`config.mk`:
```
export PLATFORM = sky130hd
export DESIGN_NAME = data_mem_arbiter
export DESIGN_NICKNAME = d
export VERILOG_FILES = /design/src/rtl/data_mem_arbiter.sv
export SDC_FILE = /design/constraint.sdc
export NUM_CORES = 1
export LEC_CHECK = 0
export ABC_AREA = 1
export CAP_MARGIN = 20
export CORE_AREA = 2 2 137 139
export DETAILED_ROUTE_END_ITERATION = 8
export DIE_AREA = 0 0 139 141
export HOLD_SLACK_MARGIN = 0.15
export MAX_ROUTING_LAYER = met4
export REMOVE_ABC_BUFFERS = 1
export SYNTH_ARGS = -nofsm -noshare
export SYNTH_HDL_FRONTEND = slang
export SYNTH_SLANG_ARGS = --single-unit
```
`constraint.sdc`:
```
create_clock -name clock_i -period 1.9 [get_ports clock_i]
set_input_delay 0.38 -clock clock_i [delete_from_list [all_inputs] [get_ports clock_i]]
set_output_delay 0.38 -clock clock_i [all_outputs]
set_load 0.005 [all_outputs]
```
`src/rtl/data_mem_arbiter.sv`:
```
// data_mem_arbiter: shares the single-port data_memory between the core
// load/store path and the loader/debug port.
// Access sequence per transaction: IDLE -> ACCESS -> WAIT -> DONE -> IDLE.
// The core has fixed priority. Define ARB_STARVE_GUARD_EN to enable the loader
// starvation guard, which forces a loader grant after STARVE_LIMIT lost
// arbitrations.
module data_mem_arbiter #(
    parameter int unsigned ADDR_WIDTH   = 32,
    parameter int unsigned DATA_WIDTH   = 32,
    parameter int unsigned STARVE_LIMIT = 8
) (
    input  logic                  clock_i,
    input  logic                  reset_n_i,

    input  logic                  core_req_i,
    input  logic                  core_we_i,
    input  logic [ADDR_WIDTH-1:0] core_addr_i,
    input  logic [DATA_WIDTH-1:0] core_wdata_i,
    output logic                  core_ack_o,
    output logic [DATA_WIDTH-1:0] core_rdata_o,

    input  logic                  ldr_req_i,
    input  logic                  ldr_we_i,
    input  logic [ADDR_WIDTH-1:0] ldr_addr_i,
    input  logic [DATA_WIDTH-1:0] ldr_wdata_i,
    output logic                  ldr_ack_o,
    output logic [DATA_WIDTH-1:0] ldr_rdata_o,

    output logic [ADDR_WIDTH-1:0] mem_addr_o,
    output logic [DATA_WIDTH-1:0] mem_wr_data_o,
    output logic                  mem_wr_enable_o,
    output logic                  mem_rd_enable_o,
    input  logic [DATA_WIDTH-1:0] mem_rd_data_i,

    output logic                  busy_o
);

    // Reject starvation limits the 8-bit wait counter cannot represent.
    if (STARVE_LIMIT < 1 || STARVE_LIMIT > 255) begin : g_bad_limit
        $error("data_mem_arbiter: STARVE_LIMIT must be in 1..255");
    end

    typedef enum logic [1:0] {
        S_IDLE   = 2'd0,
        S_ACCESS = 2'd1,
        S_WAIT   = 2'd2,
        S_DONE   = 2'd3
    } state_t;

    state_t                  state_q, state_d;
    logic                    grant_q, grant_d;        // 1 = loader owns the access
    logic [DATA_WIDTH-1:0]   rdata_q, rdata_d;
    logic [ADDR_WIDTH-1:0]   mem_addr_d;
    logic [DATA_WIDTH-1:0]   mem_wr_data_d;
    logic                    mem_wr_enable_d;
    logic                    mem_rd_enable_d;
    logic                    core_ack_d;
    logic                    ldr_ack_d;
    logic                    busy_d;
    logic                    starve_c;
    logic                    ldr_win_c;

`ifdef ARB_STARVE_GUARD_EN
    localparam int unsigned  CNT_W = 8;
    localparam logic [CNT_W-1:0] LIMIT = CNT_W'(STARVE_LIMIT);

    logic [CNT_W-1:0]        wait_cnt_q, wait_cnt_d;

    assign starve_c = (wait_cnt_q == LIMIT);

    // Count loader arbitration losses in IDLE; saturate, clear on loader grant.
    always_comb begin
        wait_cnt_d = wait_cnt_q;
        if (state_q == S_IDLE) begin
            if (ldr_win_c) begin
                wait_cnt_d = '0;
            end else if (ldr_req_i && core_req_i && (wait_cnt_q != LIMIT)) begin
                wait_cnt_d = wait_cnt_q + CNT_W'(1);
            end
        end
    end

    // Wait counter register.
    always_ff @(posedge clock_i) begin
        if (!reset_n_i) begin
            wait_cnt_q <= '0;
        end else begin
            wait_cnt_q <= wait_cnt_d;
        end
    end
`else
    assign starve_c = 1'b0;
`endif

    // Loader wins when the core is idle or the starvation guard forces it.
    assign ldr_win_c = ldr_req_i && (!core_req_i || starve_c);

    // Next state, grant and registered memory/response outputs.
    always_comb begin
        state_d         = state_q;
        grant_d         = grant_q;
        rdata_d         = rdata_q;
        mem_addr_d      = mem_addr_o;
        mem_wr_data_d   = mem_wr_data_o;
        mem_wr_enable_d = 1'b0;
        mem_rd_enable_d = 1'b0;
        core_ack_d      = 1'b0;
        ldr_ack_d       = 1'b0;

        unique case (state_q)
            S_IDLE: begin
                if (core_req_i || ldr_req_i) begin
                    state_d = S_ACCESS;
                    grant_d = ldr_win_c;
                    if (ldr_win_c) begin
                        mem_addr_d      = ldr_addr_i;
                        mem_wr_data_d   = ldr_wdata_i;
                        mem_wr_enable_d = ldr_we_i;
                        mem_rd_enable_d = !ldr_we_i;
                    end else begin
                        mem_addr_d      = core_addr_i;
                        mem_wr_data_d   = core_wdata_i;
                        mem_wr_enable_d = core_we_i;
                        mem_rd_enable_d = !core_we_i;
                    end
                end
            end
            S_ACCESS: begin
                state_d = S_WAIT;
            end
            S_WAIT: begin
                // Memory read data is valid this cycle; ack lands with DONE.
                state_d    = S_DONE;
                rdata_d    = mem_rd_data_i;
                core_ack_d = !grant_q;
                ldr_ack_d  = grant_q;
            end
            S_DONE: begin
                state_d = S_IDLE;
            end
            default: begin
                state_d = S_IDLE;
            end
        endcase

        busy_d = (state_d != S_IDLE);
    end

    // State and output registers.
    always_ff @(posedge clock_i) begin
        if (!reset_n_i) begin
            state_q         <= S_IDLE;
            grant_q         <= 1'b0;
            rdata_q         <= '0;
            mem_addr_o      <= '0;
            mem_wr_data_o   <= '0;
            mem_wr_enable_o <= 1'b0;
            mem_rd_enable_o <= 1'b0;
            core_ack_o      <= 1'b0;
            ldr_ack_o       <= 1'b0;
            busy_o          <= 1'b0;
        end else begin
            state_q         <= state_d;
            grant_q         <= grant_d;
            rdata_q         <= rdata_d;
            mem_addr_o      <= mem_addr_d;
            mem_wr_data_o   <= mem_wr_data_d;
            mem_wr_enable_o <= mem_wr_enable_d;
            mem_rd_enable_o <= mem_rd_enable_d;
            core_ack_o      <= core_ack_d;
            ldr_ack_o       <= ldr_ack_d;
            busy_o          <= busy_d;
        end
    end

    // Both ports see the shared read-data register.
    assign core_rdata_o = rdata_q;
    assign ldr_rdata_o  = rdata_q;

endmodule
```
# After elaboration in Yosys (flattened, before gate mapping)
# Cells that the tools add are included.
[classes]
n_mux = 6
eq_ne = 3
n_reduce_logical = 11
[ops]
columns = ["op", "n"]
rows = [
  ["two-way mux 32 bit", 2],
  ["case mux 2 bit (4 select lines)", 1],
  ["== test 2 bit (second input constant)", 2],
  ["logical NOT 1 bit", 4],
  ["AND reduction 2 bit", 2],
  ["AND reduction 3 bit", 1],
  ["== test 2 x 1 -> 1 bit (second input constant)", 1],
  ["logical NOT 2 bit", 1],
  ["two-way mux 1 bit", 2],
  ["two-way mux 2 bit", 1],
  ["nonzero test 2 bit", 1],
  ["logical AND 1 bit", 1],
  ["logical OR 1 bit", 1],
]
[word_totals]
out_inout_bits = 133
regBits = 104
input_bits = 166

# Logic depth before layout (Yosys ltp)
[depth]
ltp_word = 4
depth_mapped = 9
mapped_depth_nobuf = 7

# Worst setup path before layout
# Ideal clock, no wire load.
[synth_timing]
path_type = "reg2reg"
from = "reg state_q[0]"
to = "reg mem_addr_o[23]"
path_buffers = 2
arrival_time_ps = 1189
required_ps = 1788
setup_time_ps = 112
path_slack_ps = 600
stages_incl_launch_ff = 9
cell_sequence = "dfxtp_1 -> inv_1 -> ha_1 -> o21ai_1 -> buf_2 -> buf_2 -> nand2_1 -> nand2_1 -> nor2_1"
[synth_via]
elab_chain_cells = 2
[synth_lines]
columns = ["element", "line", "source"]
rows = [
  ["start: declaration", "50", "state_t state_q, state_d;"],
  ["start signal: assignment", "163", "state_q <= state_d;"],
  ["logical NOT 2 bit", "110", "unique case (state_q)"],
  ["AND reduction 2 bit (no line)", "-", ""],
  ["end signal: assignment", "166", "mem_addr_o <= mem_addr_d;"],
  ["end: declaration", "29", "output logic [ADDR_WIDTH-1:0] mem_addr_o,"],
]
# Every way passes these cells.
# A chain may end at the register's enable or synchronous reset.

# Worst setup path in the final report
[layout_timing]
from = "reg rdata_q[5], in the netlist core_rdata_o[5]"
to = "out core_rdata_o[5]"
[layout_rtl]
columns = ["element", "line", "source"]
rows = [
  ["start: declaration", "52", "logic [DATA_WIDTH-1:0] rdata_q, rdata_d;"],
  ["start signal: assignment", "165", "rdata_q <= rdata_d;"],
  ["end: declaration", "20", "output logic [DATA_WIDTH-1:0] core_rdata_o,"],
]
# No word-level cell between the ends.

==> results.md <==
* WHS Path Cells at 3
* Largest net degree at the start of global routing at 65
* Footprint of the multi-input gates at about 2300 sq um
* Final net count at 1,297
* WS Path Type: reg2out
* Switching Share at 0.357
* Ys Warns at 0
* Cell taking the most area after synthesis: dfxtp_1
* Synth Area in Compound Gates at 0.0340
* First-iteration detailed-routing DRC count at 215
* Max Slew Vio Count at 0
* Fin crit period at 1.68 ns
* Outcome: complete, no violations
* Vias at 5,810
* Clock transition at the registers of the reported paths at 0.08 ns
* DR top layer: met4
* Hold Crit Class: in2reg
* Leakage power at 4.07 nW
* Critical-path cell list: clkdlybuf4s50_1
* Final setup fails at 0
* Clk_lat worst skew at between 0.3 and 0.4 ns
* DRT Wirelength at 18,700 um
* Area of the core at about 18,000 sq um
* Simple-gate portion of the synthesized area at 0.385
* Die Y-Extent at between 100 and 150 um
* # fillers at 1,919
* Vias in the first global route at 5,348
* Antenna viol nets, final at 0
* # DRC at 0
* # diodes at 0
* GR Overflow Total at 0
* Min-Delay Startpoint: reset_n_i
* Met3 WL post-DR at between 1000 and 1500 um
* Placer Congestion at 0.783
* Post_cts resized at 0
* Worst Path Max Fanout at 3
* Initial core utilization at 0.294
* Die area at 19,600 sq um
* Psw at 3.95 mW
* Final HPWL DP at approximately 13,000 um
* Critical Path End Type: primary output
* Combinational Power Share at 0.504
* Crit path buffers/inverters at 1
* Initial antenna violation count at 0
* Post-CTS Hold Buffers at 0
* Placed insts at 1,352
* VDD IR-drop max at 0.000684 V
* Clk_skew at 0.0112 ns
* Number of port buffers at 298
* Avg Cell Area, Syn at 6.03 sq um
* Hold worst-path end: mem_wr_data_o[13]$_SDFFE_PN0P_
* Synth Instances at 890
* Tot Pwr at roughly 11 mW
* Top Family by Delay on Critical Path: buffers and inverters
* Crit path launch type: register
* Seq pwr share at 0.317
* Post-synth cell types at 17
* CTS Root Cell: clkbuf_16
* Multiplexer share of the synthesized area at 0
* First-pass GRT wire length at approximately 29,000 um
* Area share of the largest cell type after synthesis at 0.388
* Post-synthesis xor/xnor area fraction at 0
* Int Pwr at 7.11 mW
* Fin crit share at 0.884
* Met2 Routed Length at between 8000 and 9000 um
* Finished Layout Cells at between 1,000 and 1,500
* Rel. slew slack at 0.796
* FF+latch count, synth at 104
* Routed len/inst at around 14 um
* Num ports at 299
* FF+latch area at 2080 sq um
* Row count at 50
* First-pass DRT Iterations at 4
* Worst R2R Path Depth at 7
* Crit-path max cell delay at 0.53 ns
* Tightest Pin Transition at approximately 0.31 ns
* Fmax at 0.595 GHz
* Cts bufs inserted at 9
* H-Tree Level Count at 3
* Clock power frac at 0.180
* Unrepaired setup endpoints after global routing: false
* Reg2reg end: mem_wr_enable_o$_SDFF_PN0_
* Mapped cell area at 5370 sq um
* Die width at between 100 and 150 um
* Critical path's slowest cell: clkdlybuf4s50_1
* CTS Sinks at 104
* Total GRT Usage at 0.188
* Sequential-to-total area share from yosys stat at 0.388
* Post-synthesis adder-cell area fraction at 0.00466
* Final hold vios at 0
* Main combinational cell family by area after synthesis: simple AND/OR/NAND/NOR gates
* Maxcap violations at 0
* Post-CTS Setup Bufs at 0
* Worst R2R Start: state_q[0]$_SDFF_PN0_
* Worst path required time at 1.52 ns
* DR vias/cell at around 4.2
* TritonCTS clock tree: done
* Pwr Density at about 1300 nW/um^2
* WL met1 at roughly 8600 um
* Area contributors post-synth: dfxtp_1 (39%), nor2_1 (18%), nand2_1 (14%), inv_1 (9.3%), nand3_1 (6.1%)
* Clk buf depth at 2
* Worst Path Arrival at 1.30 ns
* R2r setup slk at ~0.40 ns
* Share of cells above drive strength 1 at 0.0326
* P&R area growth vs syn at 62.3%
[power by group through the flow]
stage / registers (mW) / logic, mW / clock network, mW
2_1_floorplan: 3.59 / 2.29 / 0
3_3_place_gp: 3.54 / 5.61 / 0
5_1_grt: 3.61 / 6.22 / 2.13
4_1_cts: 3.51 / 5.66 / 2.05
6_report: 3.50 / 5.57 / 1.99
3_5_place_dp: 3.54 / 5.62 / 0
[per-stage QoR]
stage / utilization / cell area [sq um] / hold slack, ns / setup TNS [ns] / setup WS [ns]
6_report: 0.477 / 8710 / 0.379 / 0 / 0.220
5_1_grt: 0.477 / 8710 / 0.379 / 0 / 0.162
4_1_cts: 0.477 / 8710 / 0.363 / 0 / 0.191
3_5_place_dp: 0.460 / 8400 / 0.467 / 0 / 0.132
3_3_place_gp: 0.460 / 8400 / 0.463 / 0 / 0.143
2_1_floorplan: - / 4870 / 0.413 / -71.86 / -1.24
[kinds of logic after synthesis]
group	after synthesis
buffers and inverters	220
adder cells (fa/ha/maj)	2
flip-flops	104
AO/OA/AOI/OAI	36
AND/OR/NAND/NOR	528
[synthesized netlist by cell type]
master    number
o21ai_1        1
o21ai_0       32
o211ai_1       1
dfxtp_1      104
ha_1           2
buf_2         25
inv_2          3
clkbuf_1      16
nor2_1       259
inv_1        133
a21oi_1        2
buf_1          2
and3_1         1
nor3_1         1
nand2_1      202
nand3_1       65
buf_4         41
[worst max path at each step]
stage / from / depth (start not counted) / endpoint / slack (ns)
floorplan: state_q[0]$_SDFF_PN0_ / 6 / mem_wr_enable_o$_SDFF_PN0_ / -1.24
global placement: core_req_i / 7 / mem_wr_data_o[6]$_SDFFE_PN0P_ / 0.14
detailed placement: core_req_i / 6 / mem_wr_enable_o$_SDFF_PN0_ / 0.13
CTS: core_rdata_o[28]$_SDFFE_PN0P_ / 1 / core_rdata_o[28] / 0.19
global route: core_rdata_o[28]$_SDFFE_PN0P_ / 1 / ldr_rdata_o[28] / 0.16
finish: core_rdata_o[5]$_SDFFE_PN0P_ / 1 / core_rdata_o[5] / 0.22
[final cells by class]
cell class | count | area share
sequential | 104 | 0.239
clock inverter | 6 | 0.00848
timing repair buffer | 312 | 0.369
clock buffer | 10 | 0.0274
tap | 234 | 0.0336
multi-input combinational | 566 | 0.263
inverter | 136 | 0.0586
[flip-flops by register name, indices dropped and copies added (netlist names)]
register and count:
mem_rd_enable_o 1, state_q 2, mem_addr_o 32, mem_wr_data_o 32
grant_q 1, busy_o 1, ldr_ack_o 1, mem_wr_enable_o 1
core_rdata_o 32, core_ack_o 1
[routing by layer]
metal | up-vias | track usage
met3 | 23 | 0.0486
li1 | 3049 | -
met1 | 2520 | 0.239
met5 | - | -
met4 | 0 | 0.0553
met2 | 218 | 0.296
[cell usage in the layout (no fill, tap or decap), types with 2 or more instances in the layout]
cell and instances:
a21oi_1 2, buf_12 11, buf_4 4, clkbuf_16 9
clkdlybuf4s50_1 296, clkinvlp_4 2, dfxtp_1 104, ha_1 2
inv_1 133, inv_2 3, nand2_1 202, nand3_1 65
nor2_1 258, o21ai_0 32
No activity file was read; power rests on OpenSTA's default activity.
